### src/rtl/lsu_pkg.sv
// Shared size encodings, FSM state type and write-mask helper for the LSU.
package lsu_pkg;

   localparam logic [1:0] SZ_B = 2'd0;
   localparam logic [1:0] SZ_H = 2'd1;
   localparam logic [1:0] SZ_W = 2'd2;

   typedef enum logic [1:0] {
      IDLE  = 2'd0,
      ISSUE = 2'd1,
      WAIT  = 2'd2,
      RESP  = 2'd3
   } state_e;

   // Lanes shifted past byte 3 fall off the 4-bit mask.
   function automatic logic [3:0] wmask_for(input logic [1:0] size, input logic [1:0] off);
      logic [3:0] m;
      case (size)
         SZ_B:    m = 4'b0001 << off;
         SZ_H:    m = 4'b0011 << off;
         default: m = 4'b1111;
      endcase
      return m;
   endfunction

endpackage

### src/rtl/lsu_mem_master_if.sv
// Core request/response and physical memory port signals of lsu_mem_master.
interface lsu_mem_master_if;
   logic        req_valid;
   logic        req_ready;
   logic        req_wen;
   logic [31:0] req_addr;
   logic [31:0] req_wdata;
   logic [1:0]  req_size;
   logic        req_sext;
   logic        resp_valid;
   logic        resp_ready;
   logic [31:0] resp_rdata;
   logic        resp_err;
   logic        mem_valid;
   logic [31:0] mem_raddr;
   logic [31:0] mem_rdata;
   logic        mem_wen;
   logic [31:0] mem_waddr;
   logic [31:0] mem_wdata;
   logic [7:0]  mem_wmask;

   modport master (
      input  req_valid, req_wen, req_addr, req_wdata, req_size, req_sext,
             resp_ready, mem_rdata,
      output req_ready, resp_valid, resp_rdata, resp_err,
             mem_valid, mem_raddr, mem_wen, mem_waddr, mem_wdata, mem_wmask
   );

   modport slave (
      output req_valid, req_wen, req_addr, req_wdata, req_size, req_sext,
             resp_ready, mem_rdata,
      input  req_ready, resp_valid, resp_rdata, resp_err,
             mem_valid, mem_raddr, mem_wen, mem_waddr, mem_wdata, mem_wmask
   );
endinterface

### src/rtl/lsu_load_align.sv
// Combinational load alignment: lane shift by byte offset, then sign/zero extension.
module lsu_load_align
   import lsu_pkg::*;
(
   input  logic [31:0] rdata,
   input  logic [1:0]  off,
   input  logic [1:0]  size,
   input  logic        sext,
   output logic [31:0] data
);

   logic [31:0] lane;

   always_comb begin
      lane = rdata >> {off, 3'b000};
      case (size)
         SZ_B:    data = {{24{sext & lane[7]}}, lane[7:0]};
         SZ_H:    data = {{16{sext & lane[15]}}, lane[15:0]};
         default: data = lane;
      endcase
   end

endmodule

### src/rtl/lsu_mem_master.sv
// Load/store unit driving a single-cycle PMEM-style port; one response per request.
// Define LSU_ALIGN_CHECK_EN to reject misaligned and reserved-size accesses with resp_err.
module lsu_mem_master
   import lsu_pkg::*;
(
   input  logic             clk,
   input  logic             rst,
   lsu_mem_master_if.master bus
);

   state_e      state_q, state_d;
   logic        wen_q, wen_d;
   logic [31:0] addr_q, addr_d;
   logic [31:0] wdata_q, wdata_d;
   logic [1:0]  size_q, size_d;
   logic        sext_q, sext_d;
   logic [31:0] rdata_q, rdata_d;
   logic        err_q, err_d;
   logic        req_err;
   logic [31:0] load_data;

`ifdef LSU_ALIGN_CHECK_EN
   assign req_err = (bus.req_size == 2'd3) ||
                    (bus.req_size == SZ_H && bus.req_addr[0]) ||
                    (bus.req_size == SZ_W && bus.req_addr[1:0] != 2'd0);
`else
   assign req_err = 1'b0;
`endif

   lsu_load_align u_align (
      .rdata (bus.mem_rdata),
      .off   (addr_q[1:0]),
      .size  (size_q),
      .sext  (sext_q),
      .data  (load_data)
   );

   always_ff @(posedge clk or posedge rst) begin
      if (rst) begin
         state_q <= IDLE;
         wen_q   <= 1'b0;
         addr_q  <= '0;
         wdata_q <= '0;
         size_q  <= SZ_B;
         sext_q  <= 1'b0;
         rdata_q <= '0;
         err_q   <= 1'b0;
      end else begin
         state_q <= state_d;
         wen_q   <= wen_d;
         addr_q  <= addr_d;
         wdata_q <= wdata_d;
         size_q  <= size_d;
         sext_q  <= sext_d;
         rdata_q <= rdata_d;
         err_q   <= err_d;
      end
   end

   always_comb begin
      state_d        = state_q;
      wen_d          = wen_q;
      addr_d         = addr_q;
      wdata_d        = wdata_q;
      size_d         = size_q;
      sext_d         = sext_q;
      rdata_d        = rdata_q;
      err_d          = err_q;
      bus.req_ready  = 1'b0;
      bus.resp_valid = 1'b0;
      bus.mem_valid  = 1'b0;
      bus.mem_wen    = 1'b0;
      bus.mem_raddr  = '0;
      bus.mem_waddr  = '0;
      bus.mem_wdata  = '0;
      bus.mem_wmask  = '0;
      case (state_q)
         IDLE: begin
            bus.req_ready = 1'b1;
            if (bus.req_valid) begin
               wen_d   = bus.req_wen;
               addr_d  = bus.req_addr;
               wdata_d = bus.req_wdata;
               size_d  = bus.req_size;
               sext_d  = bus.req_sext;
               rdata_d = '0;
               err_d   = req_err;
               state_d = req_err ? RESP : ISSUE;
            end
         end
         ISSUE: begin
            bus.mem_valid = 1'b1;
            bus.mem_raddr = {addr_q[31:2], 2'b00};
            bus.mem_waddr = {addr_q[31:2], 2'b00};
            bus.mem_wen   = wen_q;
            // Write lanes are only driven for stores so loads present a clean bus.
            if (wen_q) begin
               bus.mem_wdata = wdata_q << {addr_q[1:0], 3'b000};
               bus.mem_wmask = {4'b0000, wmask_for(size_q, addr_q[1:0])};
            end
            state_d = WAIT;
         end
         WAIT: begin
            rdata_d = wen_q ? '0 : load_data;
            state_d = RESP;
         end
         RESP: begin
            bus.resp_valid = 1'b1;
            if (bus.resp_ready) state_d = IDLE;
         end
         default: state_d = IDLE;
      endcase
   end

   assign bus.resp_rdata = rdata_q;
   assign bus.resp_err   = err_q;

endmodule

### src/flat_wrapper.sv
// flat-port wrapper written by rule: the top's interface ports become plain ports
module lsu_mem_master_flat import lsu_pkg::*;
  (clk, rst, bus_req_valid, bus_req_wen, bus_req_addr, bus_req_wdata, bus_req_size, bus_req_sext, bus_resp_ready, bus_mem_rdata, bus_req_ready, bus_resp_valid, bus_resp_rdata, bus_resp_err, bus_mem_valid, bus_mem_raddr, bus_mem_wen, bus_mem_waddr, bus_mem_wdata, bus_mem_wmask);
  lsu_mem_master_if bus_i ();
  input  logic clk;
  input  logic rst;
  input wire logic [$bits(bus_i.req_valid)-1:0] bus_req_valid;
  input wire logic [$bits(bus_i.req_wen)-1:0] bus_req_wen;
  input wire logic [$bits(bus_i.req_addr)-1:0] bus_req_addr;
  input wire logic [$bits(bus_i.req_wdata)-1:0] bus_req_wdata;
  input wire logic [$bits(bus_i.req_size)-1:0] bus_req_size;
  input wire logic [$bits(bus_i.req_sext)-1:0] bus_req_sext;
  input wire logic [$bits(bus_i.resp_ready)-1:0] bus_resp_ready;
  input wire logic [$bits(bus_i.mem_rdata)-1:0] bus_mem_rdata;
  output wire logic [$bits(bus_i.req_ready)-1:0] bus_req_ready;
  output wire logic [$bits(bus_i.resp_valid)-1:0] bus_resp_valid;
  output wire logic [$bits(bus_i.resp_rdata)-1:0] bus_resp_rdata;
  output wire logic [$bits(bus_i.resp_err)-1:0] bus_resp_err;
  output wire logic [$bits(bus_i.mem_valid)-1:0] bus_mem_valid;
  output wire logic [$bits(bus_i.mem_raddr)-1:0] bus_mem_raddr;
  output wire logic [$bits(bus_i.mem_wen)-1:0] bus_mem_wen;
  output wire logic [$bits(bus_i.mem_waddr)-1:0] bus_mem_waddr;
  output wire logic [$bits(bus_i.mem_wdata)-1:0] bus_mem_wdata;
  output wire logic [$bits(bus_i.mem_wmask)-1:0] bus_mem_wmask;
  assign bus_i.req_valid = bus_req_valid;
  assign bus_i.req_wen = bus_req_wen;
  assign bus_i.req_addr = bus_req_addr;
  assign bus_i.req_wdata = bus_req_wdata;
  assign bus_i.req_size = bus_req_size;
  assign bus_i.req_sext = bus_req_sext;
  assign bus_i.resp_ready = bus_resp_ready;
  assign bus_i.mem_rdata = bus_mem_rdata;
  assign bus_req_ready = bus_i.req_ready;
  assign bus_resp_valid = bus_i.resp_valid;
  assign bus_resp_rdata = bus_i.resp_rdata;
  assign bus_resp_err = bus_i.resp_err;
  assign bus_mem_valid = bus_i.mem_valid;
  assign bus_mem_raddr = bus_i.mem_raddr;
  assign bus_mem_wen = bus_i.mem_wen;
  assign bus_mem_waddr = bus_i.mem_waddr;
  assign bus_mem_wdata = bus_i.mem_wdata;
  assign bus_mem_wmask = bus_i.mem_wmask;
  lsu_mem_master u_core (.clk(clk), .rst(rst), .bus(bus_i));
endmodule
### config.mk
export PLATFORM = sky130hd
export DESIGN_NAME = lsu_mem_master_flat
export DESIGN_NICKNAME = d
export VERILOG_FILES = /design/src/rtl/lsu_pkg.sv /design/src/rtl/lsu_mem_master_if.sv /design/src/rtl/lsu_load_align.sv /design/src/rtl/lsu_mem_master.sv /design/src/flat_wrapper.sv
export SDC_FILE = /design/constraint.sdc
export NUM_CORES = 1
export LEC_CHECK = 0
export CORE_ASPECT_RATIO = 1.4
export CORE_MARGIN = 2
export CORE_UTILIZATION = 43
export DETAILED_ROUTE_END_ITERATION = 16
export PLACE_DENSITY_LB_ADDON = 0.15
export SETUP_SLACK_MARGIN = 0.5
export SLEW_MARGIN = 10
export SYNTH_ARGS = -nofsm -noshare
export SYNTH_HDL_FRONTEND = slang
export SYNTH_SLANG_ARGS = --single-unit
### constraint.sdc
create_clock -name clk -period 4.77 [get_ports clk]
set_input_delay 0.954 -clock clk [delete_from_list [all_inputs] [get_ports clk]]
set_output_delay 0.954 -clock clk [all_outputs]
set_load 0.05 [all_outputs]
# Word level (Yosys, flattened, before mapping)
# Index checks and enable logic that the tools add are counted.
[classes]
div = 0
shifts = 4
n_mul = 0
addsub = 0
muxes = 17
bitwise = 2
reduce_logical = 6
n_eq_ne = 6
magnitude_cmp = 0
[op_table]
columns = ["operator", "n"]
rows = [
  ["two-way mux 32 bit", 5],
  ["one-hot mux 32 bit (2 select lines)", 2],
  ["<< shifter 32 x 5 -> 32 bit", 1],
  [">> shifter 32 x 5 -> 32 bit", 1],
  ["two-way mux 8 bit", 1],
  ["one-hot mux 2 bit (4 select lines)", 1],
  ["one-hot mux 4 bit (2 select lines)", 1],
  ["AND reduction 2 bit", 3],
  ["== test 2 x 1 -> 1 bit, second input constant", 2],
  ["== test 2 bit, second input constant", 2],
  ["logical NOT 2 bit", 2],
  ["two-way mux 1 bit", 4],
  ["two-way mux 2 bit", 2],
  ["two-way mux 4 bit", 1],
  ["inequality test 2 bit, second input constant", 2],
  ["<< shifter 1 x 2 -> 4 bit, first input constant", 1],
  ["<< shifter 2 x 2 -> 4 bit, first input constant", 1],
  ["AND 1 bit", 2],
  ["nonzero test 2 bit", 1],
]
[totals]
latch_bits = 0
romBits = 0
input_bits = 104
output_inout_bits = 141
memories = 0
ram_bits = 0
word_cells = 42
register_bits = 102

# Longest topological paths before layout
# Gate-level depths: netlist of the first run.
[depth]
ltp_word = 5
ltp_mapped = 8
depth_no_buf = 7

# Hierarchy
# A second synthesis of the first run with hierarchy kept.
[hier_totals]
hier_cells = 557
area_unflattened_um2 = 5909.4
[by_module_without_submodules]
columns = ["mod", "seq_area_each_um2", "area_each_um2", "instances", "cells_per_inst"]
rows = [
  ["lsu_mem_master", 2552.4, 5101.1, 1, 451],
  ["lsu_load_align", 0.0, 808.3, 1, 106],
]

# Worst setup path after synthesis of the first run
# No wires, ideal clock.
[synth_timing]
kind = "reg2out"
start = "reg u_core.state_q[1]"
end = "out bus_mem_wdata[24]"
arrival_ns = 2.521
required_ns = 3.816
path_slack_ns = 1.295
n_path_buf = 1
stages_incl_launch_ff = 6
cell_sequence = "dfrtp_1 > inv_1 > ha_1 > nand2_1 > clkbuf_1 > a211oi_1"
[synth_between]
elab_chain_cells = 2
[synth_lines]
columns = ["item", "line", "source"]
rows = [
  ["start: declaration", "lsu_mem_master.sv:11", "state_e state_q, state_d;"],
  ["start signal: assignment", "lsu_mem_master.sv:49", "state_q <= state_d;"],
  ["== test 2 x 1 -> 1 bit", "lsu_mem_master.sv:77", "case (state_q)"],
  ["two-way mux 32 bit", "lsu_mem_master.sv:77", ""],
  ["end: declaration", "flat_wrapper.sv:23", "output wire logic [$bits(bus_i.mem_wdata)-1:0] bus_mem_wdata;"],
]
# Every way passes these cells.

# Final worst setup path of the first run
[layout_timing]
start = "reg u_core.addr_q[1]"
end = "out bus_mem_wdata[16]"
[layout_between]
elab_chain_cells = 3
[layout_lines]
columns = ["item", "line", "source"]
rows = [
  ["start: declaration", "lsu_mem_master.sv:13", "logic [31:0] addr_q, addr_d;"],
  ["start signal: assignment", "lsu_mem_master.sv:51", "addr_q <= addr_d;"],
  ["<< shifter 32 x 5 -> 32 bit", "lsu_mem_master.sv:98", "bus.mem_wdata = wdata_q << {addr_q[1:0], 3'b000};"],
  ["two-way mux 32 bit", "lsu_mem_master.sv:97", "if (wen_q) begin"],
  ["two-way mux 32 bit", "lsu_mem_master.sv:77", ""],
]
# Every way passes these cells.

==> results of run 1 <==
[logic make-up after synthesis]
logic type / count (synthesis)
mux: 110
flops: 102
compound gates: 87
simple gates: 125
xor+xnor: 1
other cells: 1
buf+inv: 82
fa+ha+maj: 4
[sequential cells by signal, summed over array words and instances, names as in the netlist]
name,count
u_core.wdata_q,32
u_core.wen_q,1
u_core.state_q,2
u_core.sext_q,1
u_core.bus.resp_rdata,32
u_core.addr_q,32
u_core.size_q,2
[Yosys cell counts]
cell type / instances
sky130_fd_sc_hd__a311oi_1: 1
sky130_fd_sc_hd__mux4_2: 1
sky130_fd_sc_hd__xnor2_1: 1
sky130_fd_sc_hd__dfrtp_1: 102
sky130_fd_sc_hd__and2_1: 38
sky130_fd_sc_hd__nor3_2: 1
sky130_fd_sc_hd__nand2_1: 19
sky130_fd_sc_hd__mux2_2: 77
sky130_fd_sc_hd__inv_1: 7
sky130_fd_sc_hd__nor2_1: 42
sky130_fd_sc_hd__mux2i_1: 32
sky130_fd_sc_hd__nor3_1: 1
sky130_fd_sc_hd__clkbuf_1: 21
sky130_fd_sc_hd__conb_1: 1
sky130_fd_sc_hd__o32a_1: 1
sky130_fd_sc_hd__nand4b_1: 1
sky130_fd_sc_hd__buf_1: 6
sky130_fd_sc_hd__o21ai_1: 1
sky130_fd_sc_hd__buf_4: 40
sky130_fd_sc_hd__nor3b_1: 1
sky130_fd_sc_hd__buf_2: 6
sky130_fd_sc_hd__a21oi_1: 24
sky130_fd_sc_hd__a211oi_1: 16
sky130_fd_sc_hd__a2bb2oi_1: 1
sky130_fd_sc_hd__a22o_1: 1
sky130_fd_sc_hd__buf_6: 2
sky130_fd_sc_hd__ha_1: 4
sky130_fd_sc_hd__o21ai_0: 25
sky130_fd_sc_hd__nand2b_1: 2
sky130_fd_sc_hd__a2111oi_4: 1
sky130_fd_sc_hd__nor2b_1: 10
sky130_fd_sc_hd__a221o_1: 8
sky130_fd_sc_hd__nand3b_1: 7
sky130_fd_sc_hd__and3_1: 1
sky130_fd_sc_hd__or3b_1: 1
sky130_fd_sc_hd__nor2b_4: 1
sky130_fd_sc_hd__a221o_2: 8
[metrics by stage]
step | worst slack, ns | hold slack, ns
finish | 0.865 | 0.480
global route | 0.735 | 0.508
CTS | 0.861 | 0.485
detailed placement | 1.24 | 0.469
global placement | 1.30 | 0.473
floorplan | 1.14 | 0.471
[final cells by class]
type | count | area (um2)
flip-flops and latches | 102 | 2550
well taps | 153 | 191
repair buffers | 242 | 2480
inverters | 7 | 28.8
multi-input cells | 336 | 2580
clock inverters | 5 | 58.8
clock buffers | 11 | 243
fillers | 1031 | 4610
[worst register-to-register path, stage by stage, from the launching register on]
cell	delay [ns]
sky130_fd_sc_hd__dfrtp_1	0.40
sky130_fd_sc_hd__inv_1	0.08
sky130_fd_sc_hd__ha_1	0.32
sky130_fd_sc_hd__nor2b_4	0.18
sky130_fd_sc_hd__or3b_1	0.64
sky130_fd_sc_hd__a2111oi_4	0.88
sky130_fd_sc_hd__a221o_2	0.24
[power by group]
group          total, mW  internal, mW  switching [mW]
combinational       3.98          1.54            2.45
clock              0.742         0.422           0.321
sequential          1.64          1.29           0.344
[cells in the final DEF, fill, tap and decap left out, types with 9 or more instances in the layout]
| cell | Yosys | final |
|---|---|---|
| sky130_fd_sc_hd__clkdlybuf4s50_1 | 0 | 227 |
| sky130_fd_sc_hd__dfrtp_1 | 102 | 100 |
| sky130_fd_sc_hd__mux2_2 | 77 | 77 |
| sky130_fd_sc_hd__nor2_1 | 42 | 42 |
| sky130_fd_sc_hd__and2_1 | 38 | 38 |
| sky130_fd_sc_hd__mux2i_1 | 32 | 31 |
| sky130_fd_sc_hd__o21ai_0 | 25 | 25 |
| sky130_fd_sc_hd__a21oi_1 | 24 | 24 |
| sky130_fd_sc_hd__nand2_1 | 19 | 18 |
| sky130_fd_sc_hd__a211oi_1 | 16 | 16 |
| sky130_fd_sc_hd__nor2b_1 | 10 | 10 |
| sky130_fd_sc_hd__conb_1 | 1 | 9 |
| sky130_fd_sc_hd__clkbuf_16 | 0 | 9 |
[worst paths after layout]
path | cells past startpoint | to | from | slack (ns)
worst max-delay path | 4 | bus_mem_wdata[16] | u_core.addr_q[1] | 0.87
worst min-delay path | 2 | u_core.bus.resp_rdata[13] | u_core.bus.resp_rdata[13] | 0.48
worst max register to register | 6 | u_core.bus.resp_rdata[21] | u_core.state_q[0] | 1.97
worst min register to register | 2 | u_core.bus.resp_rdata[13] | u_core.bus.resp_rdata[13] | 0.48
max in group asynchronous | 3 | u_core.bus.resp_rdata[22] | rst | 2.72
min in group asynchronous | 2 | u_core.addr_q[6] | rst | 1.22
[per-layer routing]
metal	vias up	GRT usage, %
met5	-	0
met4	0	7.93
met3	25	4.94
met2	160	39.6
met1	2256	24.1
li1	2119	-
==> summary.txt, run 1 <==
Outcome
  – Run status: complete, no violations

Drt
  – DR vias: 4560
  – Routed length on met1: 5740 um
  – Routed WL per cell: 18.0 um
  – Count of routing violations after the opening detailed-route iteration: 120
  – Uppermost layer routed: met4
  – Routed length on met2: 8370 um
  – WL final: 15400 um
  – Average via count per standard cell: 5.33
  – Total length of routed met3 wires: 914 um
  – Number of iterations in the first detailed-routing pass: 4
  – Post-DRT Antenna Nets: 0
  – DRC Markers: 0

Pwr
  – Static leakage: 3.37 nW
  – Worst ir drop on vdd: 0.518 mV
  – Overall power: 6.36 mW
  – Total power per unit cell area: 782 nW/um2

Global route
  – GRT Resource Usage Total: 21.6%
  – Maximum number of pins on one net before global-route repair: 88
  – First-pass GRT wire length: 23900 um
  – Number of global-route vias before repair: 4748
  – Remaining Overflow, GRT: 0
  – Initial antenna violation count: 0

Clock network
  – Setup Buffers After CTS: 0
  – Count of hold buffers inserted by post-cts repair: 0
  – Insertion delay of the later-clocked pin in the worst-skew pair: 0.34 ns
  – Maximum root-to-sink buffer count: 2
  – Clock buffers created by TritonCTS: 9
  – Total clock sinks: 102
  – TritonCTS clock tree: yes
  – Cell chosen for the clock root: sky130_fd_sc_hd__clkbuf_16
  – Post-CTS Resized: 0
  – Total number of H-tree levels: 3
  – Clock edge transition at the registers on the reported setup and hold paths: 0.07 ns

Final layout
  – Area added between synthesis and finish: 46.3%
  – Fraction of final layout cells with drive strength greater than 1: 17.6%
  – Final net count: 806
  – Number of non-filler instances in the completed layout: 856
  – Number of antenna cells inserted: 0
  – Cell area after layout: 8140 um2
  – Post-layout util: 63.9%

Placement
  – Number of cells after detailed placement: 840
  – Cell area reported after detailed placement: 7830 um2
  – Half-perimeter wire length after detailed placement: 11400 um
  – Placer congestion estimate: 0.853
  – Number of port buffers: 235

Logic synthesis
  – Combinational family with the most area after synthesis: multiplexers
  – Share of synthesized area occupied by flip-flops and latches: 45.9%
  – Compound-Gate Fraction of Synth Area: 10.9%
  – Warnings, synthesis: 0
  – Cell area after technology mapping: 5560 um2
  – Simple-gate area share of the yosys netlist: 11.8%
  – Portion of netlist area occupied by mux cells: 21.7%
  – Top cell type's share of synthesized area: 45.9%
  – Ranking of synthesized cells by area: sky130_fd_sc_hd__dfrtp_1 46%, sky130_fd_sc_hd__mux2_2 16%, sky130_fd_sc_hd__mux2i_1 5.8%
  – Number of distinct library cell variants in the gate-level netlist after synthesis: 37
  – Mean instance size in the synthesized netlist: 10.9 um2
  – Post-Synth XOR/XNOR Area: 0.157%
  – Flip-flop and latch count after synthesis: 102
  – Arithmetic-cell share of the synthesized area counting full adders, half adders and majority gates: 0.899%
  – Number of instances in the synthesized netlist: 512
  – Post-synth top area cell: sky130_fd_sc_hd__dfrtp_1

Floorplan
  – Starting utilization of the core area: 43.6%
  – Die height: 139 um
  – Rows: 49
  – Die ar.: 13900 um2
  – Core ar.: 12800 um2
  – Top Ports: 245
  – Die width: 100 um

STA
  – Final Hold Fails: 0
  – Endpoints failing setup: 0
  – Setup Skew: 0.00971 ns
  – Final worst path period need: 3.90 ns
  – Total count of max-transition violations in the final report: 0
  – Worst Tran Pin Value: 1.09 ns
  – Setup TNS: 0 ns
  – Relative max-transition margin: 27.3%
  – Setup repair after global routing missed its margin: no
  – Max frequency: 0.256 GHz
  – Period utilisation layout: 81.9%

Setup path
  – Cells along the critical path: nor2b_1 > a21oi_1 > nor2_1 > clkdlybuf4s50_1
  – Slowest Stage Delay on Critical Path: 0.83 ns
  – Critical setup path kind: reg2out
  – CP startpoint kind: register
  – Required time of the worst setup path: 3.82 ns
  – Worst-path fanout max: 40
  – Category of the worst setup path capture point: output port
  – Worst path arrival time: 2.95 ns
  – Buf+Inv Stages, Crit Path: 1
  – Highest-delay cell along the critical path: sky130_fd_sc_hd__clkdlybuf4s50_1
  – Top cell family by delay on the critical path: simple AND/OR/NAND/NOR gates

Min path
  – Tightest Hold Check Type: reg2reg

Job
  – Max-capacitance violation count: 0
Note: power is estimated with default switching activity, not from simulation.
==> inputs of run 2 (changes only) <==
==> constraint.sdc (replaced) <==
create_clock -name clk -period 3.7 [get_ports clk]
set_input_delay 0.74 -clock clk [delete_from_list [all_inputs] [get_ports clk]]
set_output_delay 0.74 -clock clk [all_outputs]
set_load 0.05 [all_outputs]
==> summary.txt, run 2 (same netlist as run 1, synthesis figures left out) <==
Outcome
  – Run status: complete, no violations

Clock network
  – Setup Buffers After CTS: 0
  – Cell chosen for the clock root: sky130_fd_sc_hd__clkbuf_16
  – Clock buffers created by TritonCTS: 9
  – Total clock sinks: 102
  – TritonCTS clock tree: yes
  – Total number of H-tree levels: 3
  – Insertion delay of the later-clocked pin in the worst-skew pair: 0.34 ns
  – Clock edge transition at the registers on the reported setup and hold paths: 0.07 ns
  – Count of hold buffers inserted by post-cts repair: 0
  – Maximum root-to-sink buffer count: 2

Final layout
  – Final net count: 808
  – Cell area after layout: 8580 um2
  – Layout fillers: 1013
  – Fraction of final layout cells with drive strength greater than 1: 22.4%
  – Post-layout util: 67.3%
  – Number of non-filler instances in the completed layout: 858
  – Top library cells by usage in the layout, fill and taps aside: 168 x sky130_fd_sc_hd__clkdlybuf4s50_1, 100 x sky130_fd_sc_hd__dfrtp_1, 77 x sky130_fd_sc_hd__mux2_2
  – Area added between synthesis and finish: 54.1%
  – Number of antenna cells inserted: 0
  – Most frequent standard cell in the layout excluding fill and tap cells: sky130_fd_sc_hd__clkdlybuf4s50_1

STA
  – Total count of max-transition violations in the final report: 0
  – Max frequency: 0.325 GHz
  – Worst Tran Pin Value: 0.898 ns
  – Relative max-transition margin: 40.1%
  – Final Hold Fails: 0
  – Period utilisation layout: 83.2%
  – Endpoints failing setup: 0
  – Setup Skew: 0.00363 ns
  – Setup repair after global routing missed its margin: no
  – Final worst path period need: 3.08 ns
  – Setup TNS: 0 ns

Placement
  – Number of cells after detailed placement: 842
  – Half-perimeter wire length after detailed placement: 12000 um
  – Placer congestion estimate: 0.846
  – Cell area reported after detailed placement: 8160 um2
  – Number of port buffers: 235

Floorplan
  – Starting utilization of the core area: 43.6%
  – Die ar.: 13900 um2
  – Die width: 100 um
  – Rows: 49
  – Top Ports: 245
  – Die height: 139 um
  – Core ar.: 12800 um2

Global route
  – Met1 capacity usage during global routing: 26.4%
  – Grt met2 use: 42.0%
  – GRT Resource Usage Total: 23.0%
  – First-pass GRT wire length: 25300 um
  – GR peak layer: met2
  – Initial antenna violation count: 0
  – Number of global-route vias before repair: 4805
  – GR Layer Usage met3: 4.59%
  – Maximum number of pins on one net before global-route repair: 49
  – Remaining Overflow, GRT: 0

Setup path
  – Worst path arrival time: 2.34 ns
  – CP startpoint kind: register
  – Worst reg-to-reg setup slack: 0.94 ns
  – Reg2reg path depth: 5
  – Critical setup path kind: reg2out
  – Worst-path fanout max: 31
  – Required time of the worst setup path: 2.96 ns
  – Category of the worst setup path capture point: output port

Min path
  – Tightest Hold Check Type: reg2reg
  – Hold-critical path depth: 2

Drt
  – DR vias: 4546
  – DRC Markers: 0
  – Number of iterations in the first detailed-routing pass: 4
  – Count of routing violations after the opening detailed-route iteration: 161
  – Routed WL per cell: 18.4 um
  – Post-DRT Antenna Nets: 0
  – Average via count per standard cell: 5.30
  – WL final: 15800 um

Pwr
  – Overall power: 8.49 mW
  – Total power per unit cell area: 990 nW/um2
  – Worst ir drop on vdd: 0.625 mV
  – Static leakage: 4.04 nW

Job
  – Max-capacitance violation count: 0
[run 2: cell types whose count changed in the layout (fill, tap and decap cells not counted), sizes merged]
cell	previous run	this run
clkdlybuf4s50	227	168
clkbuf	11	9
inv	7	9
buf	15	46
clkinv	2	1
dlymetal6s2s	0	30
bufinv	1	2
[run 2: routing by layer]
metal	routed length [um]	share of wire, %
met5	0	0
met4	422	2.7
met3	904	5.7
met2	8780	56
met1	5680	36
[run 2: area by class of cell]
type,count,area (um2),share of cell area [%]
sequential,102,2550,29.8
clock buffer,9,225,2.63
clock inverter,7,103,1.20
timing repair buffer,244,2890,33.7
tap,153,191,2.23
inverter,7,30.0,0.350
multi-input combinational,336,2580,30.1
[run 2: metrics by stage]
step                      hold slack [ns]  setup WS [ns]
after floorplan                     0.471          0.439
after global placement              0.472          0.603
after detailed placement            0.469          0.540
after CTS                           0.486          0.510
after global routing                0.515          0.500
final                               0.478          0.620
[run 2: worst paths after layout]
check / start / endpoint
worst min register to register: u_core.bus.resp_rdata[0] / u_core.bus.resp_rdata[0]
worst min-delay path: u_core.bus.resp_rdata[0] / u_core.bus.resp_rdata[0]
min in group asynchronous: rst / u_core.bus.resp_rdata[4]
max in group asynchronous: rst / u_core.addr_q[18]
worst max register to register: u_core.addr_q[1] / u_core.bus.resp_rdata[22]
worst max-delay path: u_core.state_q[1] / bus_mem_waddr[17]
[run 2: repair_timing]
item,4_1_cts,5_1_grt
gates resized for setup,1,32
endpoints found under the setup margin,8,42
hold endpoints to repair,0,0
pin swaps,0,1
[run 2: power breakdown]
part	switching, mW	leakage [nW]	total, mW	internal [mW]
sequential	0.463	1.26	2.13	1.67
combinational	3.19	2.62	5.32	2.13
clock	0.434	0.157	1.04	0.602
[run 2: worst max-delay path, stage by stage, from the launching register on]
cell and delay [ns]:
sky130_fd_sc_hd__dfrtp_1 0.41, sky130_fd_sc_hd__inv_1 0.11, sky130_fd_sc_hd__ha_1 0.18, sky130_fd_sc_hd__buf_4 0.28, sky130_fd_sc_hd__and2_1 0.21, sky130_fd_sc_hd__clkdlybuf4s50_1 0.81
